File: config.mk
export PLATFORM = sky130hd
export DESIGN_NAME = adc_level_monitor
export DESIGN_NICKNAME = d
export VERILOG_FILES = /design/src/rtl/adc_level_monitor_pkg.sv /design/src/rtl/adc_level_monitor_thr_ctr.sv /design/src/rtl/adc_level_monitor.sv
export SDC_FILE = /design/constraint.sdc
export NUM_CORES = 1
export LEC_CHECK = 0
export CORE_MARGIN = 2
export CORE_UTILIZATION = 45
export DETAILED_ROUTE_END_ITERATION = 10
export PLACE_DENSITY_LB_ADDON = 0.15
export SETUP_SLACK_MARGIN = 0.2
export SLEW_MARGIN = 10
export SYNTH_ARGS = -nofsm -noshare
export SYNTH_HDL_FRONTEND = slang
export SYNTH_SLANG_ARGS = --single-unit
File: constraint.sdc
create_clock -name adc_clk -period 3.1 [get_ports adc_clk]
set_clock_uncertainty 0.2 [all_clocks]
set_input_delay 0.62 -clock adc_clk [delete_from_list [all_inputs] [get_ports adc_clk]]
set_output_delay 0.62 -clock adc_clk [all_outputs]
set_load 0.02 [all_outputs]
File: src/rtl/adc_level_monitor_pkg.sv
// Shared constants and types for the ADC level monitor: config register
// map, threshold-mode encoding and a small address-decode helper.
package adc_mon_pkg;

    localparam logic [3:0] CFG_WIN_LEN  = 4'd0;
    localparam logic [3:0] CFG_OVFL_THR = 4'd1;
    localparam logic [3:0] CFG_RUN_LEN  = 4'd2;
    localparam logic [3:0] CFG_THR_BASE = 4'd4;

    // Bit of the threshold config word that selects the counting mode
    localparam int THR_MODE_BIT = 31;

    typedef enum logic {
        THR_MODE_LEVEL = 1'b0,  // count samples whose magnitude >= level
        THR_MODE_OVFL  = 1'b1   // count samples flagged by the ADC as overflow
    } thr_mode_e;

    // Writes to the window length or overflow threshold abort the current window
    function automatic logic cfg_is_restart(input logic [3:0] addr);
        return (addr == CFG_WIN_LEN) || (addr == CFG_OVFL_THR);
    endfunction

endpackage

File: src/rtl/adc_level_monitor_thr_ctr.sv
// One threshold channel: a level/mode config register and a wrapping event
// counter fed by the S2 stage of the monitor pipeline.
module adc_thr_ctr
    import adc_mon_pkg::*;
#(
    parameter int ADC_BITS = 14,
    parameter int CNT_BITS = 32
) (
    input  logic                i_clk,
    input  logic                i_rst_n,
    input  logic                i_wr,
    input  logic [31:0]         i_wdata,
    input  logic                i_clr,
    input  logic                i_vld,
    input  logic [ADC_BITS-2:0] i_mag,
    input  logic                i_ovfl,
    output logic [CNT_BITS-1:0] o_count
);

    localparam logic [CNT_BITS-1:0] CNT_ONE = {{(CNT_BITS-1){1'b0}}, 1'b1};

    logic [ADC_BITS-2:0] r_level;
    thr_mode_e           r_mode;
    logic [CNT_BITS-1:0] r_count;
    logic                w_hit;
    logic                w_unused_wdata;

    // Only the level field and the mode bit of the write word are meaningful
    assign w_unused_wdata = ^i_wdata;

    // Threshold configuration register
    always_ff @(posedge i_clk or negedge i_rst_n) begin
        if (!i_rst_n) begin
            r_level <= {(ADC_BITS-1){1'b1}};
            r_mode  <= THR_MODE_LEVEL;
        end else if (i_wr) begin
            r_level <= i_wdata[ADC_BITS-2:0];
            r_mode  <= thr_mode_e'(i_wdata[THR_MODE_BIT]);
        end else begin
            r_level <= r_level;
            r_mode  <= r_mode;
        end
    end

    // Event condition for the sample currently in S2
    always_comb begin
        w_hit = 1'b0;
        if (i_vld) begin
            case (r_mode)
                THR_MODE_LEVEL: w_hit = (i_mag >= r_level);
                THR_MODE_OVFL:  w_hit = i_ovfl;
                default:        w_hit = 1'b0;
            endcase
        end else begin
            w_hit = 1'b0;
        end
    end

    // Event counter: global clear beats config clear beats increment
    always_ff @(posedge i_clk or negedge i_rst_n) begin
        if (!i_rst_n) begin
            r_count <= {CNT_BITS{1'b0}};
        end else if (i_clr) begin
            r_count <= {CNT_BITS{1'b0}};
        end else if (i_wr) begin
            r_count <= {CNT_BITS{1'b0}};
        end else if (w_hit) begin
            r_count <= r_count + CNT_ONE;
        end else begin
            r_count <= r_count;
        end
    end

    assign o_count = r_count;

endmodule

File: src/rtl/adc_level_monitor.sv
// ADC overflow / level monitor in the adc_clk domain. Three-stage pipeline:
// S0 captures the sample, S1 forms a saturated magnitude, S2 updates the
// measurement window, the overflow run detector and the threshold counters.
module adc_level_monitor
    import adc_mon_pkg::*;
#(
    parameter int ADC_BITS = 14,
    parameter int WIN_BITS = 16,
    parameter int CNT_BITS = 32,
    parameter int N_THR    = 4,
    parameter int RUN_BITS = 16
) (
    input  logic                      adc_clk,
    input  logic                      rst_n,
    input  logic signed [ADC_BITS-1:0] adc_data,
    input  logic                      adc_ovfl,
    input  logic                      cfg_wr,
    input  logic [3:0]                cfg_addr,
    input  logic [31:0]               cfg_data,
    input  logic                      cnt_clr,
    output logic [N_THR*CNT_BITS-1:0] thr_count,
    output logic                      win_done,
    output logic                      ovfl_flag,
    output logic                      ovfl_run,
    output logic [ADC_BITS-2:0]       peak_mag
);

    localparam logic [ADC_BITS-2:0]        MAG_MAX  = {(ADC_BITS-1){1'b1}};
    localparam logic signed [ADC_BITS-1:0] ADC_MIN  = {1'b1, {(ADC_BITS-1){1'b0}}};
    localparam logic [ADC_BITS-1:0]        ADC_ONE  = {{(ADC_BITS-1){1'b0}}, 1'b1};
    localparam logic [WIN_BITS-1:0]        WIN_MAX  = {WIN_BITS{1'b1}};
    localparam logic [WIN_BITS-1:0]        WIN_ONE  = {{(WIN_BITS-1){1'b0}}, 1'b1};
    localparam logic [WIN_BITS-1:0]        WIN_ZERO = {WIN_BITS{1'b0}};
    localparam logic [RUN_BITS-1:0]        RUN_MAX  = {RUN_BITS{1'b1}};
    localparam logic [RUN_BITS-1:0]        RUN_ONE  = {{(RUN_BITS-1){1'b0}}, 1'b1};
    localparam logic [RUN_BITS-1:0]        RUN_ZERO = {RUN_BITS{1'b0}};

    // |x| with the most-negative code clamped so it never wraps to zero
    function automatic logic [ADC_BITS-2:0] sat_mag(input logic signed [ADC_BITS-1:0] x);
        logic [ADC_BITS-1:0] neg;
        neg = ~x + ADC_ONE;
        if (x == ADC_MIN) begin
            return MAG_MAX;
        end else if (x[ADC_BITS-1]) begin
            return neg[ADC_BITS-2:0];
        end else begin
            return x[ADC_BITS-2:0];
        end
    endfunction

    // Pipeline registers
    logic signed [ADC_BITS-1:0] r_data_s0;
    logic                       r_ovfl_s0;
    logic                       r_vld_s0;
    logic [ADC_BITS-2:0]        r_mag_s1;
    logic                       r_ovfl_s1;
    logic                       r_vld_s1;

    // Configuration
    logic [WIN_BITS-1:0] r_win_len;
    logic [WIN_BITS-1:0] r_ovfl_thr;
    logic [RUN_BITS-1:0] r_run_len;

    // Window / run state and registered outputs
    logic [WIN_BITS-1:0] r_win_cnt;
    logic [WIN_BITS-1:0] r_ovfl_cnt;
    logic [ADC_BITS-2:0] r_peak_acc;
    logic [RUN_BITS-1:0] r_run_ctr;
    logic                r_win_done;
    logic                r_ovfl_flag;
    logic                r_ovfl_run;
    logic [ADC_BITS-2:0] r_peak_mag;

    // Combinational S2 terms
    logic                w_restart;
    logic [N_THR-1:0]    w_thr_wr;
    logic                w_last;
    logic [WIN_BITS-1:0] w_ocnt_nxt;
    logic [ADC_BITS-2:0] w_peak_nxt;
    logic [RUN_BITS-1:0] w_run_nxt;
    logic                w_flag;
    logic                w_run_hit;
    logic                w_unused_cfg;

    // Upper config bits are only used by some registers
    assign w_unused_cfg = ^cfg_data;

    // S0: capture the raw sample; valid marks real data after reset
    always_ff @(posedge adc_clk or negedge rst_n) begin
        if (!rst_n) begin
            r_data_s0 <= {ADC_BITS{1'b0}};
            r_ovfl_s0 <= 1'b0;
            r_vld_s0  <= 1'b0;
        end else begin
            r_data_s0 <= adc_data;
            r_ovfl_s0 <= adc_ovfl;
            r_vld_s0  <= 1'b1;
        end
    end

    // S1: saturated magnitude
    always_ff @(posedge adc_clk or negedge rst_n) begin
        if (!rst_n) begin
            r_mag_s1  <= {(ADC_BITS-1){1'b0}};
            r_ovfl_s1 <= 1'b0;
            r_vld_s1  <= 1'b0;
        end else begin
            r_mag_s1  <= sat_mag(r_data_s0);
            r_ovfl_s1 <= r_ovfl_s0;
            r_vld_s1  <= r_vld_s0;
        end
    end

    // Config write decode: window restart and per-channel threshold writes
    always_comb begin
        w_restart = 1'b0;
        w_thr_wr  = {N_THR{1'b0}};
        if (cfg_wr) begin
            w_restart = cfg_is_restart(cfg_addr);
            for (int k = 0; k < N_THR; k++) begin
                w_thr_wr[k] = (cfg_addr == (CFG_THR_BASE + 4'(k)));
            end
        end else begin
            w_restart = 1'b0;
        end
    end

    // Configuration registers
    always_ff @(posedge adc_clk or negedge rst_n) begin
        if (!rst_n) begin
            r_win_len  <= WIN_MAX;
            r_ovfl_thr <= WIN_ONE;
            r_run_len  <= RUN_ZERO;
        end else if (cfg_wr) begin
            case (cfg_addr)
                CFG_WIN_LEN:  r_win_len  <= cfg_data[WIN_BITS-1:0];
                CFG_OVFL_THR: r_ovfl_thr <= cfg_data[WIN_BITS-1:0];
                CFG_RUN_LEN:  r_run_len  <= cfg_data[RUN_BITS-1:0];
                default: begin
                    r_win_len  <= r_win_len;
                    r_ovfl_thr <= r_ovfl_thr;
                    r_run_len  <= r_run_len;
                end
            endcase
        end else begin
            r_win_len  <= r_win_len;
            r_ovfl_thr <= r_ovfl_thr;
            r_run_len  <= r_run_len;
        end
    end

    // Next-state terms for window accumulators and run detector
    always_comb begin
        w_last     = (r_win_cnt == r_win_len);
        w_ocnt_nxt = r_ovfl_cnt;
        w_peak_nxt = r_peak_acc;
        w_run_nxt  = r_run_ctr;
        if (r_ovfl_s1 && (r_ovfl_cnt != WIN_MAX)) begin
            w_ocnt_nxt = r_ovfl_cnt + WIN_ONE;
        end else begin
            w_ocnt_nxt = r_ovfl_cnt;
        end
        if (r_mag_s1 > r_peak_acc) begin
            w_peak_nxt = r_mag_s1;
        end else begin
            w_peak_nxt = r_peak_acc;
        end
        if (!r_ovfl_s1) begin
            w_run_nxt = RUN_ZERO;
        end else if (r_run_ctr != RUN_MAX) begin
            w_run_nxt = r_run_ctr + RUN_ONE;
        end else begin
            w_run_nxt = r_run_ctr;
        end
        w_flag    = (r_ovfl_thr != WIN_ZERO) && (w_ocnt_nxt >= r_ovfl_thr);
        w_run_hit = (r_run_len != RUN_ZERO) && (w_run_nxt >= r_run_len);
    end

    // Measurement window: count samples, close the window and publish results
    always_ff @(posedge adc_clk or negedge rst_n) begin
        if (!rst_n) begin
            r_win_cnt   <= WIN_ZERO;
            r_ovfl_cnt  <= WIN_ZERO;
            r_peak_acc  <= {(ADC_BITS-1){1'b0}};
            r_win_done  <= 1'b0;
            r_ovfl_flag <= 1'b0;
            r_peak_mag  <= {(ADC_BITS-1){1'b0}};
        end else if (w_restart) begin
            // Aborted window: drop this S2 sample, no done pulse, keep last peak
            r_win_cnt   <= WIN_ZERO;
            r_ovfl_cnt  <= WIN_ZERO;
            r_peak_acc  <= {(ADC_BITS-1){1'b0}};
            r_win_done  <= 1'b0;
            r_ovfl_flag <= 1'b0;
            r_peak_mag  <= r_peak_mag;
        end else if (r_vld_s1) begin
            if (w_last) begin
                r_win_cnt   <= WIN_ZERO;
                r_ovfl_cnt  <= WIN_ZERO;
                r_peak_acc  <= {(ADC_BITS-1){1'b0}};
                r_win_done  <= 1'b1;
                r_ovfl_flag <= w_flag;
                r_peak_mag  <= w_peak_nxt;
            end else begin
                r_win_cnt   <= r_win_cnt + WIN_ONE;
                r_ovfl_cnt  <= w_ocnt_nxt;
                r_peak_acc  <= w_peak_nxt;
                r_win_done  <= 1'b0;
                r_ovfl_flag <= 1'b0;
                r_peak_mag  <= r_peak_mag;
            end
        end else begin
            r_win_done  <= 1'b0;
            r_ovfl_flag <= 1'b0;
        end
    end

    // Consecutive-overflow run detector
    always_ff @(posedge adc_clk or negedge rst_n) begin
        if (!rst_n) begin
            r_run_ctr  <= RUN_ZERO;
            r_ovfl_run <= 1'b0;
        end else if (r_vld_s1) begin
            r_run_ctr  <= w_run_nxt;
            r_ovfl_run <= w_run_hit;
        end else begin
            r_run_ctr  <= r_run_ctr;
            r_ovfl_run <= r_ovfl_run;
        end
    end

    adc_thr_ctr #(
        .ADC_BITS (ADC_BITS),
        .CNT_BITS (CNT_BITS)
    ) u_thr [N_THR-1:0] (
        .i_clk   (adc_clk),
        .i_rst_n (rst_n),
        .i_wr    (w_thr_wr),
        .i_wdata (cfg_data),
        .i_clr   (cnt_clr),
        .i_vld   (r_vld_s1),
        .i_mag   (r_mag_s1),
        .i_ovfl  (r_ovfl_s1),
        .o_count (thr_count)
    );

    assign win_done  = r_win_done;
    assign ovfl_flag = r_ovfl_flag;
    assign ovfl_run  = r_ovfl_run;
    assign peak_mag  = r_peak_mag;

endmodule
* Word-level counts from Yosys, hierarchy flattened
Cells that the tools add are included.
** Storage, ports and cells
- Flip-flop bits (word level) :: 340
- Output and inout port bits :: 144
- Word-level logic and storage cells :: 119
** Cells by class
- Add/sub/neg operators :: 8
- $lt $le $gt $ge :: 7
- Eq/ne operators :: 10
- Muxes and demuxes :: 43
- Bitwise operators :: 6
- Reduce and logical (&&, ||, !) cells :: 16
** Operator list (count)
- $mux 32 :: 12
- $mux 16 :: 9
- $add 32x1->32 const B :: 4
- $mux 13 :: 6
- $ge 13x13->1 :: 4
- $add 16x1->16 const B :: 3
- $ge 16x16->1 :: 2
- $ne 16x16->1 const B :: 2
- $reduce_bool 16->1 :: 2
- $eq 16x16->1 :: 1
- $eq 4x3->1 const B :: 4
- $eq 14x14->1 const B :: 1
- $add 13x1->13 const B :: 1
- $gt 13x13->1 :: 1
- $not 13->13 :: 1
- $reduce_bool 3->1 :: 4
- $mux 1 :: 11
- $pmux 1 s2 :: 4
- $reduce_and 2->1 :: 3
- $not 1->1 :: 5
- $eq 4x1->1 const B :: 1
- $eq 4x2->1 const B :: 1
- $logic_not 4->1 :: 1
- $mux 4 :: 1
- 4 further kinds :: 6

* Longest topological paths before layout
Gate-level depths: netlist (run 1).
- Word-level depth :: 8
- Depth in mapped cells :: 14
- Gate-level depth less buffers :: 14

* By module
A second synthesis (run 1) with hierarchy kept.
** Unflattened totals
- Cell total of the unflattened synthesis :: 1932
- Area total of the unflattened synthesis :: 18743.0 um2
** By module, submodules not included
- adc_thr_ctr :: instances 4, cells an instance 275, area each 2582.5 um2, seq. area each 1167.4 um2
- adc_level_monitor :: instances 1, cells an instance 832, area each 8413.1 um2, seq. area each 3925.0 um2

* Least setup slack after synthesis (run 1)
No wires, ideal clock.
- Path kind :: register -> register
- Start point :: reg r_run_ctr[0]
- End point :: reg r_ovfl_run, in the netlist ovfl_run
- Arrival time :: 2885 ps
- Required time :: 2770 ps
- Setup slack :: -115 ps
- Cell stages (with the launch flop) :: 13
- Path buffers :: 0
- Clock period less this slack :: 3215 ps
- Cell sequence :: dfrtp_1 ha_1 nand3_1 nor3_1 and3_1 nand3_1 o31ai_1 a21oi_1 ha_1 a21o_1 a211o_1 a211oi_1 a211oi_1
** On the way
- Cells in the longest elaborated chain, start to end :: 5
- Elaborated cells between the ends (all ways) :: 6
- Those cells by class :: 1 x add/sub; 1 x order compare; 1 x eq/ne; 2 x mux; 1 x reduce/logical
** RTL lines
- start, declared :: line adc_level_monitor.sv:68 : logic [RUN_BITS-1:0] r_run_ctr;
- start signal, assigned :: line adc_level_monitor.sv:224 : r_run_ctr <= w_run_nxt;
- start signal, assigned :: line adc_level_monitor.sv:227 : r_run_ctr <= r_run_ctr;
- $add 16x1->16 or $ne 16x16->1 (tied branches) :: line adc_level_monitor.sv:171, adc_level_monitor.sv:170
- $mux 16 * :: line adc_level_monitor.sv:170 : end else if (r_run_ctr != RUN_MAX) begin
- $mux 16 * :: line adc_level_monitor.sv:168 : if (!r_ovfl_s1) begin
- net w_run_nxt[14] :: line adc_level_monitor.sv:80 : logic [RUN_BITS-1:0] w_run_nxt;
- $ge 16x16->1 * :: line adc_level_monitor.sv:176 : w_run_hit = (r_run_len != RUN_ZERO) && (w_run_nxt >= r_run_len);
- $logic_and 1x1->1 * :: line adc_level_monitor.sv:176
- end signal, assigned :: line adc_level_monitor.sv:225 : r_ovfl_run <= w_run_hit;
- end signal, assigned :: line adc_level_monitor.sv:228 : r_ovfl_run <= r_ovfl_run;
- end, declared :: line adc_level_monitor.sv:71 : logic r_ovfl_run;
The timed path passes the listed nets; every way through them passes the cells marked *.
A chain may end at the register's enable or synchronous reset.

* Worst setup path in the final report (run 1)
- Start point :: reg r_ovfl_cnt[12]
- End point :: reg r_ovfl_flag, in the netlist ovfl_flag
** On the way
- Cells in the longest elaborated chain, start to end :: 8
- Elaborated cells between the ends (all ways) :: 9
- Those cells by class :: 1 x add/sub; 1 x order compare; 1 x eq/ne; 4 x mux; 2 x reduce/logical
** RTL lines
- start, declared :: line adc_level_monitor.sv:66 : logic [WIN_BITS-1:0] r_ovfl_cnt;
- start signal, assigned :: line adc_level_monitor.sv:206 : r_ovfl_cnt <= w_ocnt_nxt;
- parallel branches: the longest is 2 deep, another holds $add 16x1->16
- $mux 16 * :: line adc_level_monitor.sv:158 : if (r_ovfl_s1 && (r_ovfl_cnt != WIN_MAX)) begin
- $ge 16x16->1 * :: line adc_level_monitor.sv:175 : w_flag = (r_ovfl_thr != WIN_ZERO) && (w_ocnt_nxt >= r_ovfl_thr);
- $logic_and 1x1->1 * :: line adc_level_monitor.sv:175
- $mux 1 * :: line adc_level_monitor.sv:197 : if (w_last) begin
- $mux 1 * :: line adc_level_monitor.sv:196 : end else if (r_vld_s1) begin
- $mux 1 * :: line adc_level_monitor.sv:188 : end else if (w_restart) begin
- end signal, assigned :: line adc_level_monitor.sv:202 : r_ovfl_flag <= w_flag;
- end, declared :: line adc_level_monitor.sv:70 : logic r_ovfl_flag;
Mark *: on every way between the ends.

==> results of run 1 <==
path summary, 6_finish.rpt:
path | startpoint | endpoint | cells past startpoint
min in group asynchronous | rst_n | r_ovfl_s0 | 2
max reg2reg | r_ovfl_cnt[12] | ovfl_flag | 13
min reg2reg | r_vld_s0 | r_vld_s1 | 0
max in group asynchronous | rst_n | u_thr[3].r_level[4] | 3
min | r_vld_s0 | r_vld_s1 | 0
max | r_ovfl_cnt[12] | ovfl_flag | 13
sequential cells by signal (all words and copies together), names as in the netlist:
| signal | cells |
|---|---|
| win_done | 1 |
| r_vld_s1 | 1 |
| u_thr.r_level | 52 |
| r_run_len | 16 |
| r_ovfl_thr | 16 |
| u_thr.o_count | 128 |
| r_vld_s0 | 1 |
| u_thr.r_mode | 4 |
| ovfl_flag | 1 |
| ovfl_run | 1 |
| r_win_cnt | 16 |
| r_ovfl_s1 | 1 |
| r_ovfl_cnt | 16 |
| peak_mag | 13 |
| r_data_s0 | 14 |
| r_mag_s1 | 13 |
| r_ovfl_s0 | 1 |
| r_win_len | 16 |
| r_run_ctr | 16 |
| r_peak_acc | 13 |
per-stage QoR:
stage / cells / hold slack [ns] / util (%) / worst slack (ns) / instance area [µm²]
5_1_grt: 2804 / 0.1530 / 57.44 / 0.03975 / 24040
2_1_floorplan: 1973 / 0.1244 / - / 0.1529 / 19090
3_5_place_dp: 2708 / 0.1358 / 53.06 / 0.01443 / 22210
6_report: 2804 / 0.1448 / 57.44 / 0.1471 / 24040
4_1_cts: 2793 / 0.1478 / 56.73 / 0.1319 / 23740
3_3_place_gp: 2708 / 0.1324 / 53.06 / 0.04270 / 22210
power by group through the flow:
| stage | Sequential [mW] | Combinational (mW) | Clock, mW |
|---|---|---|---|
| floorplan | 5.57 | 1.73 | 0 |
| global placement | 5.59 | 2.68 | 0 |
| detailed placement | 5.61 | 2.77 | 0 |
| CTS | 5.53 | 2.81 | 5.02 |
| global route | 5.61 | 3.21 | 5.21 |
| finish | 5.54 | 2.88 | 4.91 |
layout make-up:
| class | count | area (µm²) | area share, % |
|---|---|---|---|
| Tap cell | 539 | 674.4 | 2.806 |
| Clock buffer | 66 | 1221 | 5.080 |
| Antenna cell | 1 | 2.502 | 0.01041 |
| Sequential cell | 340 | 8603 | 35.79 |
| Inverter | 134 | 503.0 | 2.092 |
| Clock inverter | 8 | 151.4 | 0.6298 |
| Timing Repair Buffer | 309 | 2965 | 12.34 |
| Multi-Input combinational cell | 1407 | 9917 | 41.26 |
cells by family after synthesis:
logic type | after synthesis | synth area share (%)
XOR/XNOR | 63 | 2.897
AO/OA/AOI/OAI | 491 | 16.68
AND/OR/NAND/NOR | 635 | 17.45
flip-flops | 340 | 45.13
multiplexers | 112 | 6.346
adder cells (fa/ha/maj) | 105 | 6.898
other | 1 | 0.01969
buffers and inverters | 226 | 4.586
cells in the final DEF (no fill, tap or decap), types with 26 or more instances in the layout:
| cell type | n |
|---|---|
| a21oi_1 | 135 |
| ha_1 | 103 |
| dfstp_2 | 69 |
| clkdlybuf4s50_1 | 182 |
| nand2_1 | 199 |
| clkbuf_16 | 42 |
| mux2i_1 | 42 |
| o21ai_0 | 148 |
| or3_1 | 78 |
| inv_1 | 132 |
| o31ai_1 | 27 |
| nand4_1 | 54 |
| and3_1 | 34 |
| buf_4 | 108 |
| a21o_1 | 26 |
| nand3_1 | 57 |
| mux2_2 | 70 |
| dfrtp_1 | 264 |
| nor2_1 | 66 |
| or4_1 | 26 |
| xnor2_1 | 43 |
metal layers:
layer,up-vias,GRT usage [%],wire length [µm]
li1,7713,-,-
met1,8018,32.16,23520
met2,376,39.51,25390
met3,63,4.235,2608
met4,0,6.114,959
met5,-,0,0
critical path, delay by kind of cell, from the launching register on:
kind / cells / cell delay (ns)
xor+xnor: 1 / 0.17
simple gates: 3 / 0.66
buf+inv: 3 / 0.49
fa+ha+maj: 1 / 0.29
flops: 1 / 0.38
compound gates: 5 / 0.63
repair_timing:
item	in CTS	in global routing
pin swaps	15	28
hold buffers	1	0
endpoints found under the hold margin	57	0
buffers inserted	10	9
gates resized for setup	15	47
gates cloned	0	1
setup endpoints to repair	19	88
==> impl_metrics.yaml, run 1 <==
run_status:
  status: "completed"
sta:
  finalSetupViolCount: 0
  worst_pin_slew_ns: 0.8688
  slew_headroom_pct: 41.86
  fin_tns_setup_ns: 0
  max_freq_mhz: 338.6
  slew_violations: 0
  rsz0062_at_grt: "true"
  period_minus_slack_ns: 2.953
  fin_crit_sh_pct: 95.26
  hold_violations: 0
route:
  route.detailed.drc: 0
  avgRoutedWirePerCell_um: 18.71
  routed_wl_um: 52470
  drt-initial-drc-count: 921
  vias: 16170
  antenna_left: 0
  avgViaCountPerCell: 5.767
  dr.pass1.iters: 5
placement:
  io_buffer_count: 183
  dp_hpwl_um: 36630
  gp_congestion: 0.8675
critical_path:
  crit_type: "flop to flop"
  critPathLaunchType: "flop"
  reg2reg_slack_ns: 0.15
  crit_path_end_kind: "flop"
  slowest_delay_ns: 0.38
  crit_chain: "nand4_1 -> nor4_4 -> buf_4 -> a311oi_4 -> buf_4 -> buf_4 -> and3_4 -> xor2_2 -> ha_1 -> a21o_1 -> a21o_1 -> a21oi_2 -> a21oi_1"
  critPathMaxFanout: 4
  critPathSlowestCell: "dfrtp_1"
  crit_path_frequent_cell: "buf_4"
  worstPathArrival_ns: 3.20
  crit_required_ns: 3.34
power_and_ir_drop:
  pwr-share-seq_pct: 41.6
  peakVddDrop_mv: 0.3760
  power.density_nw_per_um2: 554.4
  power_mw: 13.33
  p_leak_nw: 10.18
  p_sw_share_pct: 29.17
  p_int_mw: 9.440
  p_comb_share_pct: 21.6
  pwr-share-clk_pct: 36.8
  switching_power_mw: 3.887
global_routing:
  antenna_found_initial: 4
  overflow: 0
  grt_max_degree: 77
  grt_pass1_vias: 16050
  track_usage_pct: 23.76
  grt_pass1_wl_um: 84140
cells_and_area:
  drive_above_1_share_pct: 17.89
  fillers: 3659
  area.growth.synth_to_final_pct: 26.21
  nets: 2392
clocking:
  clkLatencyLatePin_ns: 0.56
  cts.htree.levels: 2
  cts.clk_slew.worst_paths_ns: 0.06
  cts-buffers-inserted: 40
  cts_tree: "built"
  clockBufferDepth: 3
  cts_root_buffer: "clkbuf_16"
  clock_sinks: 340
floorplanning:
  start_util_pct: 45.51
  die-area_um2: 43980
  ios: 199
  coreArea_um2: 41850
  die_h_um: 209.7
  fp-row-count: 75
  die_w_um: 209.7
logic_synthesis:
  synth_cell_types: 73
  syn_area_um2: 19050
  synth_top_area_share_pct: 35.61
  yosysMostFrequentCell: "dfrtp_1"
  synthesis.nets: 2133
  async_flop_share_pct: 100.0
  synth_enable_flop_cells: 0
  synth_cells: 1973
  synth_area_leader_cell: "dfrtp_1"
  ys_ff_latch: 340
  synth_common_cells: "271 x dfrtp_1, 201 x nand2_1, 152 x o21ai_0, 142 x a21oi_1, 132 x inv_1"
  synth-main-ff-cell: "dfrtp_1"
  yosysSeqAreaShare_pct: 45.13
  post_synth.cell_area_avg_um2: 9.653
  ys_warn_count: 0
  synth_area_leaders: "dfrtp_1 36%, dfstp_2 9.5%, ha_1 6.9%"
run:
  drv_cap: 0
min_path:
  worstHoldPathType: "flop to flop"
Power figures use the tool's default switching activity.
==> run 2: changes to the inputs <==
--- a/config.mk
+++ b/config.mk
@@ -5,7 +5,7 @@
 export SDC_FILE = /design/constraint.sdc
 export NUM_CORES = 1
 export LEC_CHECK = 0
-export CORE_MARGIN = 2
+export CORE_MARGIN = 5
 export CORE_UTILIZATION = 45
 export DETAILED_ROUTE_END_ITERATION = 10
 export PLACE_DENSITY_LB_ADDON = 0.15
==> run 2 against run 1 <==
  * Count of clock-buffer cells in the layout shrank 2
  * Core utilization decreased by 0.24 points
  * Total power up 1.7%
  * Via count fell by 0.26%
  * Global-route usage shrank 1.6 points
  * Critical path depth shrank 1
  * Flip-flop and latch count is the same
  * Clock power increased by 5.3%
  * Sequential power is essentially flat
  * Combinational power down 1%
  * Final area down 0.20%
  * Worst setup slack lost 0.060 ns
==> impl_metrics.yaml, run 2 (synthesized netlist as in run 1, its figures left out) <==
critical_path:
  crit_required_ns: 3.33
  cp_top_family: "compound AO/OA/AOI/OAI gates"
  worstPathArrival_ns: 3.24
  critPathLaunchType: "flop"
  critPathSlowestCell: "dfrtp_1"
  crit_chain: "ha_4 -> nand3_2 -> nor3_4 -> and3_4 -> nand3_4 -> o31ai_4 -> a21oi_2 -> ha_1 -> a21o_1 -> a211o_1 -> a211oi_2 -> a211oi_1"
  crit_type: "flop to flop"
  crit_path_end_kind: "flop"
  cp.buffers_inverters: 0
  critPathMaxFanout: 4
  slowest_delay_ns: 0.40
global_routing:
  grt_pass1_wl_um: 85420
  grt_max_degree: 64
  grt_pass1_vias: 16000
  antenna_found_initial: 1
  overflow: 0
  track_usage_pct: 22.13
sta:
  slew_headroom_pct: 20.40
  rsz0062_at_grt: "true"
  hold_violations: 0
  slew_violations: 0
  finalWorstSetupSlack_ns: 0.08694
  fin_tns_setup_ns: 0
  finalSetupViolCount: 0
  worst_pin_slew_ns: 1.190
  max_freq_mhz: 331.9
  period_minus_slack_ns: 3.013
  fin_crit_sh_pct: 97.20
floorplanning:
  ios: 199
  die_w_um: 215.7
  coreArea_um2: 41950
  start_util_pct: 45.40
  fp-row-count: 75
  die-area_um2: 46540
  die_h_um: 215.7
clocking:
  clockBufferDepth: 3
  clock_sinks: 340
  cts_root_buffer: "clkbuf_16"
  cts.htree.levels: 2
  clkLatencyLatePin_ns: 0.55
  cts.clk_slew.worst_paths_ns: 0.06
  cts-buffers-inserted: 41
  cts_tree: "built"
cells_and_area:
  nets: 2386
  drive_above_1_share_pct: 17.22
  fillers: 3675
  largest_reg_flops: 128
  mostFrequentLayoutCells: "264 x dfrtp_1, 201 x nand2_1, 182 x clkdlybuf4s50_1, 148 x o21ai_0, 134 x a21oi_1"
  fin_cells: 2799
  area.growth.synth_to_final_pct: 25.96
  final_common_cell: "dfrtp_1"
route:
  vias: 16130
  avgRoutedWirePerCell_um: 18.81
  antenna_left: 0
  drt-initial-drc-count: 894
  dr.pass1.iters: 5
  avgViaCountPerCell: 5.762
  route.detailed.drc: 0
  routed_wl_um: 52660
min_path:
  worstHoldPathType: "flop to flop"
placement:
  numPlacedInstances: 2710
  gp_congestion: 0.8831
  dp_hpwl_um: 36690
  dp_slack_ns: 0.05568
  io_buffer_count: 183
power_and_ir_drop:
  peakVddDrop_mv: 0.4278
  p_leak_nw: 10.17
  power.density_nw_per_um2: 565.2
  power_mw: 13.56
run_status:
  status: "completed"
run:
  drv_cap: 0
[run 2: what timing repair did]
| item | in CTS | in global routing |
|---|---|---|
| pin swaps | 16 | 14 |
| setup endpoints to repair | 12 | 82 |
| buffers inserted | 6 | 5 |
| gates resized for setup | 13 | 32 |
| cloned | 0 | 0 |
| hold buffers | 1 | 0 |
| hold endpoints to repair | 52 | 0 |
[run 2: per-layer routing]
metal	wire, µm	track usage (%)	share of wire (%)	up-vias
li1	-	-	-	7727
met1	23750	30.39	45	7963
met2	25330	36.43	48	360
met3	2405	3.910	4.6	78
met4	1172	5.931	2.2	0
met5	0	0	0	-
[run 2: worst paths after layout]
kind	endpoint	cells after the start	slack (ns)	from
max in group asynchronous	u_thr[3].o_count[8]	3	1.46	rst_n
setup / recovery	ovfl_run	12	0.09	r_run_ctr[0]
hold / removal	r_vld_s1	0	0.15	r_vld_s0
hold reg to reg	r_vld_s1	0	0.15	r_vld_s0
setup reg to reg	ovfl_run	12	0.09	r_run_ctr[0]
min in group asynchronous	r_run_ctr[13]	2	0.41	rst_n
[run 2: where the power goes]
part	internal, mW	switching [mW]
sequential	5.12	0.422
combinational	1.28	1.56
clock	3.26	1.92
[run 2: worst reg2reg max path, cell delays in order, from the launching register on]
cell and delay (ns):
dfrtp_1 0.40, ha_4 0.18, nand3_2 0.11, nor3_4 0.29
and3_4 0.26, nand3_4 0.10, o31ai_4 0.23, a21oi_2 0.07
ha_1 0.33, a21o_1 0.17, a211o_1 0.30, a211oi_2 0.16
a211oi_1 0.09
[run 2: cell type report]
cell class                      instances  area (µm²)  area share, %
Inverter                              134       503.0          2.097
Tap cell                              539       674.4          2.811
Sequential cell                       340        8603          35.86
Timing Repair Buffer                  302        2915          12.15
Multi-Input combinational cell       1407        9833          40.99
Clock buffer                           64        1245          5.190
Clock inverter                         12       212.7         0.8867
Antenna cell                            1       2.502        0.01043
[run 2: stage by stage]
| stage | util (%) | instance area (µm²) | hold slack [ns] |
|---|---|---|---|
| 3_3_place_gp | 52.98 | 22220 | 0.1361 |
| 2_1_floorplan | - | 19090 | 0.1244 |
| 4_1_cts | 56.74 | 23800 | 0.1521 |
| 3_5_place_dp | 52.98 | 22220 | 0.1371 |
| 5_1_grt | 57.19 | 23990 | 0.1762 |
| 6_report | 57.19 | 23990 | 0.1486 |
